[src/rtl/ex_operand_stage.sv]
// ID/EX register with EX-side operand formation, RAW forwarding and load-use detection (EX_FWD_EN enables EX/MEM + MEM/WB forwarding).
// Latency: 1 cycle from ID capture to EX outputs; forwarded operands are combinational on the EX/MEM and MEM/WB inputs.
// Backpressure: o_stall freezes PC and IF/ID on a hazard while a bubble enters EX; a flush overrides the stall.
module ex_operand_stage #(
    parameter int XLEN   = 32,
    parameter int REG_AW = 5
) (
    input  logic              i_clk,
    input  logic              i_rst_n,
    input  logic              i_id_valid,
    input  logic [XLEN-1:0]   i_id_pc,
    input  logic [REG_AW-1:0] i_id_rs1_addr,
    input  logic [REG_AW-1:0] i_id_rs2_addr,
    input  logic              i_id_rs1_use,
    input  logic              i_id_rs2_use,
    input  logic [XLEN-1:0]   i_id_rs1_data,
    input  logic [XLEN-1:0]   i_id_rs2_data,
    input  logic [XLEN-1:0]   i_id_imm,
    input  logic [3:0]        i_id_alu_op,
    input  logic [1:0]        i_id_asel,
    input  logic              i_id_bsel,
    input  logic [REG_AW-1:0] i_id_rd_addr,
    input  logic              i_id_rd_wren,
    input  logic              i_id_mem_rden,
    input  logic              i_flush,
    input  logic [REG_AW-1:0] i_exmem_rd_addr,
    input  logic              i_exmem_rd_wren,
    input  logic [XLEN-1:0]   i_exmem_data,
    input  logic [REG_AW-1:0] i_memwb_rd_addr,
    input  logic              i_memwb_rd_wren,
    input  logic [XLEN-1:0]   i_memwb_data,
    output logic              o_stall,
    output logic              o_ex_valid,
    output logic [XLEN-1:0]   o_ex_pc,
    output logic [XLEN-1:0]   o_op_a,
    output logic [XLEN-1:0]   o_op_b,
    output logic [3:0]        o_alu_op,
    output logic [XLEN-1:0]   o_rs2_fwd,
    output logic [REG_AW-1:0] o_rd_addr,
    output logic              o_rd_wren,
    output logic              o_mem_rden
);

    logic              r_valid;
    logic [XLEN-1:0]   r_pc;
    logic [XLEN-1:0]   r_rs1_data;
    logic [XLEN-1:0]   r_rs2_data;
    logic [XLEN-1:0]   r_imm;
    logic [3:0]        r_alu_op;
    logic [1:0]        r_asel;
    logic              r_bsel;
    logic [REG_AW-1:0] r_rd_addr;
    logic              r_rd_wren;
    logic              r_mem_rden;

    logic              w_luse;
    logic              w_bubble;
    logic              w_wb_byp1;
    logic              w_wb_byp2;
    logic [XLEN-1:0]   w_rs1_fwd;
    logic [XLEN-1:0]   w_rs2_fwd;

    // The regfile write lands in the same cycle as the ID read, so take the WB value directly at capture.
    assign w_wb_byp1 = i_memwb_rd_wren & (i_memwb_rd_addr != '0) & (i_memwb_rd_addr == i_id_rs1_addr);
    assign w_wb_byp2 = i_memwb_rd_wren & (i_memwb_rd_addr != '0) & (i_memwb_rd_addr == i_id_rs2_addr);

`ifdef EX_FWD_EN
    logic [REG_AW-1:0] r_rs1_addr;
    logic [REG_AW-1:0] r_rs2_addr;
    logic              w_ld_rd_vld;

    // Only a load in EX cannot be forwarded in time; everything else is covered by the bypass muxes.
    assign w_ld_rd_vld = r_valid & r_mem_rden & (r_rd_addr != '0);
    assign w_luse = w_ld_rd_vld & i_id_valid &
                    ((i_id_rs1_use & (i_id_rs1_addr == r_rd_addr)) |
                     (i_id_rs2_use & (i_id_rs2_addr == r_rd_addr)));

    // Source registers for forwarding: EX/MEM has the younger value and wins; x0 is never forwarded.
    always_ff @(posedge i_clk or negedge i_rst_n) begin
        if (!i_rst_n) begin
            r_rs1_addr <= '0;
            r_rs2_addr <= '0;
        end else if (w_bubble) begin
            r_rs1_addr <= '0;
            r_rs2_addr <= '0;
        end else begin
            r_rs1_addr <= i_id_rs1_addr;
            r_rs2_addr <= i_id_rs2_addr;
        end
    end

    // Forwarding muxes on the registered source addresses.
    always_comb begin
        w_rs1_fwd = r_rs1_data;
        w_rs2_fwd = r_rs2_data;
        if (i_exmem_rd_wren && (i_exmem_rd_addr != '0) && (i_exmem_rd_addr == r_rs1_addr))
            w_rs1_fwd = i_exmem_data;
        else if (i_memwb_rd_wren && (i_memwb_rd_addr != '0) && (i_memwb_rd_addr == r_rs1_addr))
            w_rs1_fwd = i_memwb_data;
        if (i_exmem_rd_wren && (i_exmem_rd_addr != '0) && (i_exmem_rd_addr == r_rs2_addr))
            w_rs2_fwd = i_exmem_data;
        else if (i_memwb_rd_wren && (i_memwb_rd_addr != '0) && (i_memwb_rd_addr == r_rs2_addr))
            w_rs2_fwd = i_memwb_data;
    end
`else
    logic w_ex_hit1;
    logic w_ex_hit2;
    logic w_unused_exmem_data;

    // Without forwarding, any in-flight writer in ID/EX or EX/MEM blocks the read until it reaches WB.
    assign w_ex_hit1 = (r_valid & r_rd_wren & (r_rd_addr != '0) & (i_id_rs1_addr == r_rd_addr)) |
                       (i_exmem_rd_wren & (i_exmem_rd_addr != '0) & (i_id_rs1_addr == i_exmem_rd_addr));
    assign w_ex_hit2 = (r_valid & r_rd_wren & (r_rd_addr != '0) & (i_id_rs2_addr == r_rd_addr)) |
                       (i_exmem_rd_wren & (i_exmem_rd_addr != '0) & (i_id_rs2_addr == i_exmem_rd_addr));
    assign w_luse = i_id_valid & ((i_id_rs1_use & w_ex_hit1) | (i_id_rs2_use & w_ex_hit2));

    assign w_rs1_fwd = r_rs1_data;
    assign w_rs2_fwd = r_rs2_data;
    assign w_unused_exmem_data = ^i_exmem_data;
`endif

    assign w_bubble = i_flush | w_luse;
    assign o_stall  = w_luse & ~i_flush;

    // ID/EX register: flush or hazard loads a cleared bubble, otherwise capture the ID instruction.
    always_ff @(posedge i_clk or negedge i_rst_n) begin
        if (!i_rst_n) begin
            r_valid    <= 1'b0;
            r_pc       <= '0;
            r_rs1_data <= '0;
            r_rs2_data <= '0;
            r_imm      <= '0;
            r_alu_op   <= '0;
            r_asel     <= '0;
            r_bsel     <= 1'b0;
            r_rd_addr  <= '0;
            r_rd_wren  <= 1'b0;
            r_mem_rden <= 1'b0;
        end else if (w_bubble) begin
            r_valid    <= 1'b0;
            r_pc       <= '0;
            r_rs1_data <= '0;
            r_rs2_data <= '0;
            r_imm      <= '0;
            r_alu_op   <= '0;
            r_asel     <= '0;
            r_bsel     <= 1'b0;
            r_rd_addr  <= '0;
            r_rd_wren  <= 1'b0;
            r_mem_rden <= 1'b0;
        end else begin
            r_valid    <= i_id_valid;
            r_pc       <= i_id_pc;
            r_rs1_data <= w_wb_byp1 ? i_memwb_data : i_id_rs1_data;
            r_rs2_data <= w_wb_byp2 ? i_memwb_data : i_id_rs2_data;
            r_imm      <= i_id_imm;
            r_alu_op   <= i_id_alu_op;
            r_asel     <= i_id_asel;
            r_bsel     <= i_id_bsel;
            r_rd_addr  <= i_id_rd_addr;
            r_rd_wren  <= i_id_rd_wren & i_id_valid;
            r_mem_rden <= i_id_mem_rden;
        end
    end

    // Operand A select: rs1, pc, or zero (reserved encoding also gives zero).
    always_comb begin
        o_op_a = '0;
        case (r_asel)
            2'd0:    o_op_a = w_rs1_fwd;
            2'd1:    o_op_a = r_pc;
            default: o_op_a = '0;
        endcase
    end

    assign o_op_b     = r_bsel ? r_imm : w_rs2_fwd;
    assign o_rs2_fwd  = w_rs2_fwd;
    assign o_ex_valid = r_valid;
    assign o_ex_pc    = r_pc;
    assign o_alu_op   = r_alu_op;
    assign o_rd_addr  = r_rd_addr;
    assign o_rd_wren  = r_rd_wren;
    assign o_mem_rden = r_mem_rden;

endmodule

[config.mk]
export PLATFORM = sky130hd
export DESIGN_NAME = ex_operand_stage
export DESIGN_NICKNAME = d
export VERILOG_FILES = /design/src/rtl/ex_operand_stage.sv
export SDC_FILE = /design/constraint.sdc
export NUM_CORES = 1
export LEC_CHECK = 0
export ABC_CLOCK_PERIOD_IN_PS = 3100
export CELL_PAD_IN_SITES_DETAIL_PLACEMENT = 0
export CELL_PAD_IN_SITES_GLOBAL_PLACEMENT = 2
export CORE_MARGIN = 5
export CORE_UTILIZATION = 26
export CTS_CLUSTER_DIAMETER = 100
export CTS_CLUSTER_SIZE = 30
export DETAILED_ROUTE_END_ITERATION = 6
export PLACE_DENSITY = 0.87
export SYNTH_ARGS = -nofsm -noshare
export SYNTH_HDL_FRONTEND = slang
export SYNTH_SLANG_ARGS = --single-unit
[constraint.sdc]
create_clock -name i_clk -period 3.1 [get_ports i_clk]
set_input_delay 0.62 -clock i_clk [delete_from_list [all_inputs] [get_ports i_clk]]
set_output_delay 0.62 -clock i_clk [all_outputs]
set_load 0.005 [all_outputs]
==> impl_metrics.env <==
export IMPL_status="complete, no violations"
export IMPL_cp_max_fo=3
export IMPL_synth_fp_nets=787
export IMPL_core_area_sq_um=26900
export IMPL_grt_max_degree=142
export IMPL_fmax_mhz=344
export IMPL_peakVddDrop_mv=0.221
export IMPL_ys_flop_type="dfrtp_1"
export IMPL_final_max_slew_viol_count=0
export IMPL_final_area_sq_um=11800
export IMPL_ys_warn_count=0
export IMPL_io_buffers=342
export IMPL_yosysTopAreaCell="dfrtp_1"
export IMPL_postPlaceCellArea_sq_um=11100
export IMPL_crit_path_cell_trace="clkdlybuf4s50_1 > xor2_1 > nor4_2 > nand4_1 > nand4_1 > nor2b_1 > dlygate4sd2_1"
export IMPL_multi_input_area_sq_um=3240
export IMPL_synth_most_common_cell="dfrtp_1"
export IMPL_ioPinCount=375
export IMPL_hp_class="input port to async pin"
export IMPL_antenna_found_initial=0
export IMPL_synth_top_area_share=0.506
export IMPL_place_ws_ns=-0.171
export IMPL_cp_common_cell="nand4_1"
export IMPL_totalWireLength_um=24800
export IMPL_ys_top_cells_by_area="dfrtp_1, mux2i_1, nor3_2, nor3b_2, mux2_2"
export IMPL_finalPower_uw=5100
export IMPL_powerDensity_nw_per_um2=434
export IMPL_synth_area_per_cell_sq_um=12.8
export IMPL_synth_edf_count=0
export IMPL_gp_congestion=0.843
export IMPL_ys_types=25
export IMPL_rsz0062_at_grt="false"
export IMPL_ant_nets=0
export IMPL_yosysSeqAreaShare=0.506
export IMPL_num_antenna_cells=0
export IMPL_root_buffer="clkbuf_16"
export IMPL_fillers=2552
export IMPL_grt_pass1_vias=6254
export IMPL_finClkSkew_ns=0.0132
export IMPL_clkSinkCount=143
export IMPL_slowest_stage="clkdlybuf4s50_1"
export IMPL_ff_latch_area_sq_um=3580
export IMPL_slew_headroom=0.306
export IMPL_overflow=0
export IMPL_fin_crit_ns=2.90
export IMPL_clk_path_buf_depth=2
export IMPL_fin_crit_sh=0.937
export IMPL_grt_total_usage=0.161
export IMPL_async_flop_share=1.00
export IMPL_setup_violations=0
export IMPL_cts_tree="done"
export IMPL_grt_pass1_wl_um=38100
export IMPL_drtIter0Drc=205
export IMPL_synth_common_cells="dfrtp_1, mux2i_1, nor3_2, nor3b_1, nor2_1"
export IMPL_h_tree_depth=4
export IMPL_rows=60
export IMPL_cts_clk_slew_worst_paths_ns=0.07
export IMPL_worst_ep_required_time_ns=2.48
export IMPL_syn_instance_count=553
export IMPL_hold_viol=0
export IMPL_clk_latency_ns=0.42
export IMPL_p_leak_uw=0.00524
export IMPL_cp_arrival_ns=2.28
export IMPL_start_util=0.263
export IMPL_die_w_um=175
export IMPL_wire_per_inst_um=19.7
export IMPL_worst_pin_slew_ns=1.04
export IMPL_drtPass1Iterations=4
export IMPL_path_class="input port to primary output"
export IMPL_whs_ns=0.174
export IMPL_worst_slack_ns=0.196
export IMPL_nets=1142
export IMPL_die_area_sq_um=30600
export IMPL_area_growth_pct=66.2
export IMPL_vias=5638
export IMPL_yosys_register_bits=143
export IMPL_synth_area_sq_um=7070
export IMPL_drive_gt1_frac=0.218
export IMPL_cts_buffers=17
export IMPL_drc_errors=0
export IMPL_die_y_um=175
export IMPL_max_stage_delay_ns=0.46
export IMPL_dp_hpwl_um=18200
export IMPL_drv_cap=0
export IMPL_end_kind="primary output"
export IMPL_cp_start_kind="input port"
export IMPL_vias_per_cell=4.47
==> layout by cell type, fill, tap and decap left out, types with 17 or more instances in the layout <==
cell	instances
buf_4	30
nor3b_2	30
dfrtp_1	140
mux2_2	32
clkbuf_16	17
mux2i_1	96
xor2_1	22
nor2_1	36
nor3_2	60
nor3b_1	47
clkdlybuf4s50_1	339
==> power by group <==
group / switching (uW) / internal, uW
sequential: 56.6 / 1970
clock: 836 / 1290
combinational: 350 / 603
==> logic make-up (layout without fill, tap and decap cells) <==
kind of cell | after synthesis | after routing | synth area share
xor gates and xnor gates | 30 | 30 | 0.0371
muxes | 128 | 128 | 0.187
DFF | 143 | 143 | 0.506
and+or+nand+nor | 197 | 197 | 0.226
AOI/OAI and AO/OA | 4 | 4 | 0.00584
buffers and inverters | 51 | 418 | 0.0382
==> worst max-delay path: cells and delay by family <==
| family | cells | cell delay (ns) |
|---|---|---|
| simple gates | 4 | 0.76 |
| buf+inv | 2 | 0.71 |
| xor+xnor | 1 | 0.19 |
==> final cells by class <==
type / count / area share
Timing Repair Buffer: 384 / 0.331
Sequential cell: 143 / 0.305
Multi-Input combinational cell: 359 / 0.276
Clock buffer: 19 / 0.0377
Tap cell: 341 / 0.0363
Clock inverter: 12 / 0.0136
Inverter: 3 / 0.000958
==> layer usage <==
| layer | routed length, um | up-vias | global-route usage |
|---|---|---|---|
| met5 | 0 | - | 0 |
| met4 | 450 | 0 | 0.0471 |
| met2 | 12300 | 205 | 0.276 |
| li1 | - | 2660 | - |
| met1 | 9980 | 2748 | 0.186 |
| met3 | 2090 | 25 | 0.0634 |
==> registers in the layout (all words and copies together), names as in the netlist <==
| register | cells |
|---|---|
| o_alu_op | 4 |
| r_asel | 2 |
| o_rd_addr | 5 |
| r_rs1_data | 32 |
| r_bsel | 1 |
| r_imm | 32 |
| o_ex_pc | 32 |
| o_rs2_fwd | 32 |
| o_mem_rden | 1 |
| o_ex_valid | 1 |
| o_rd_wren | 1 |
==> timing repair <==
| action | CTS | global route |
|---|---|---|
| buffers inserted | 4 | 1 |
| gates cloned | 0 | 0 |
| hold buffers | 0 | 0 |
| pin swaps | 4 | 2 |
| setup endpoints to repair | 1 | 1 |
| gates resized for setup | 2 | 0 |
==> through the flow <==
stage	instances	util	TNS, ns
global route	1261	0.437	0
floorplan	553	-	0
CTS	1260	0.437	0
detailed placement	1225	0.413	-0.171
global placement	1225	0.413	-0.178
finish	1261	0.437	0
==> worst paths after layout <==
| check | start | to | slack, ns | depth (start not counted) |
|---|---|---|---|---|
| worst max register to register | o_rd_addr[3] | o_ex_pc[18] | 0.53 | 11 |
| max in group asynchronous | i_rst_n | r_rs1_data[29] | 2.11 | 2 |
| worst max-delay path | i_id_rs2_addr[4] | o_stall | 0.20 | 7 |
| min in group i_clk | i_flush | o_ex_valid | 0.53 | 3 |
| worst min register to register | o_rd_wren | o_ex_valid | 1.06 | 6 |
| worst min-delay path | i_rst_n | o_rs2_fwd[7] | 0.17 | 1 |
(Power assumes the default switching activity.)
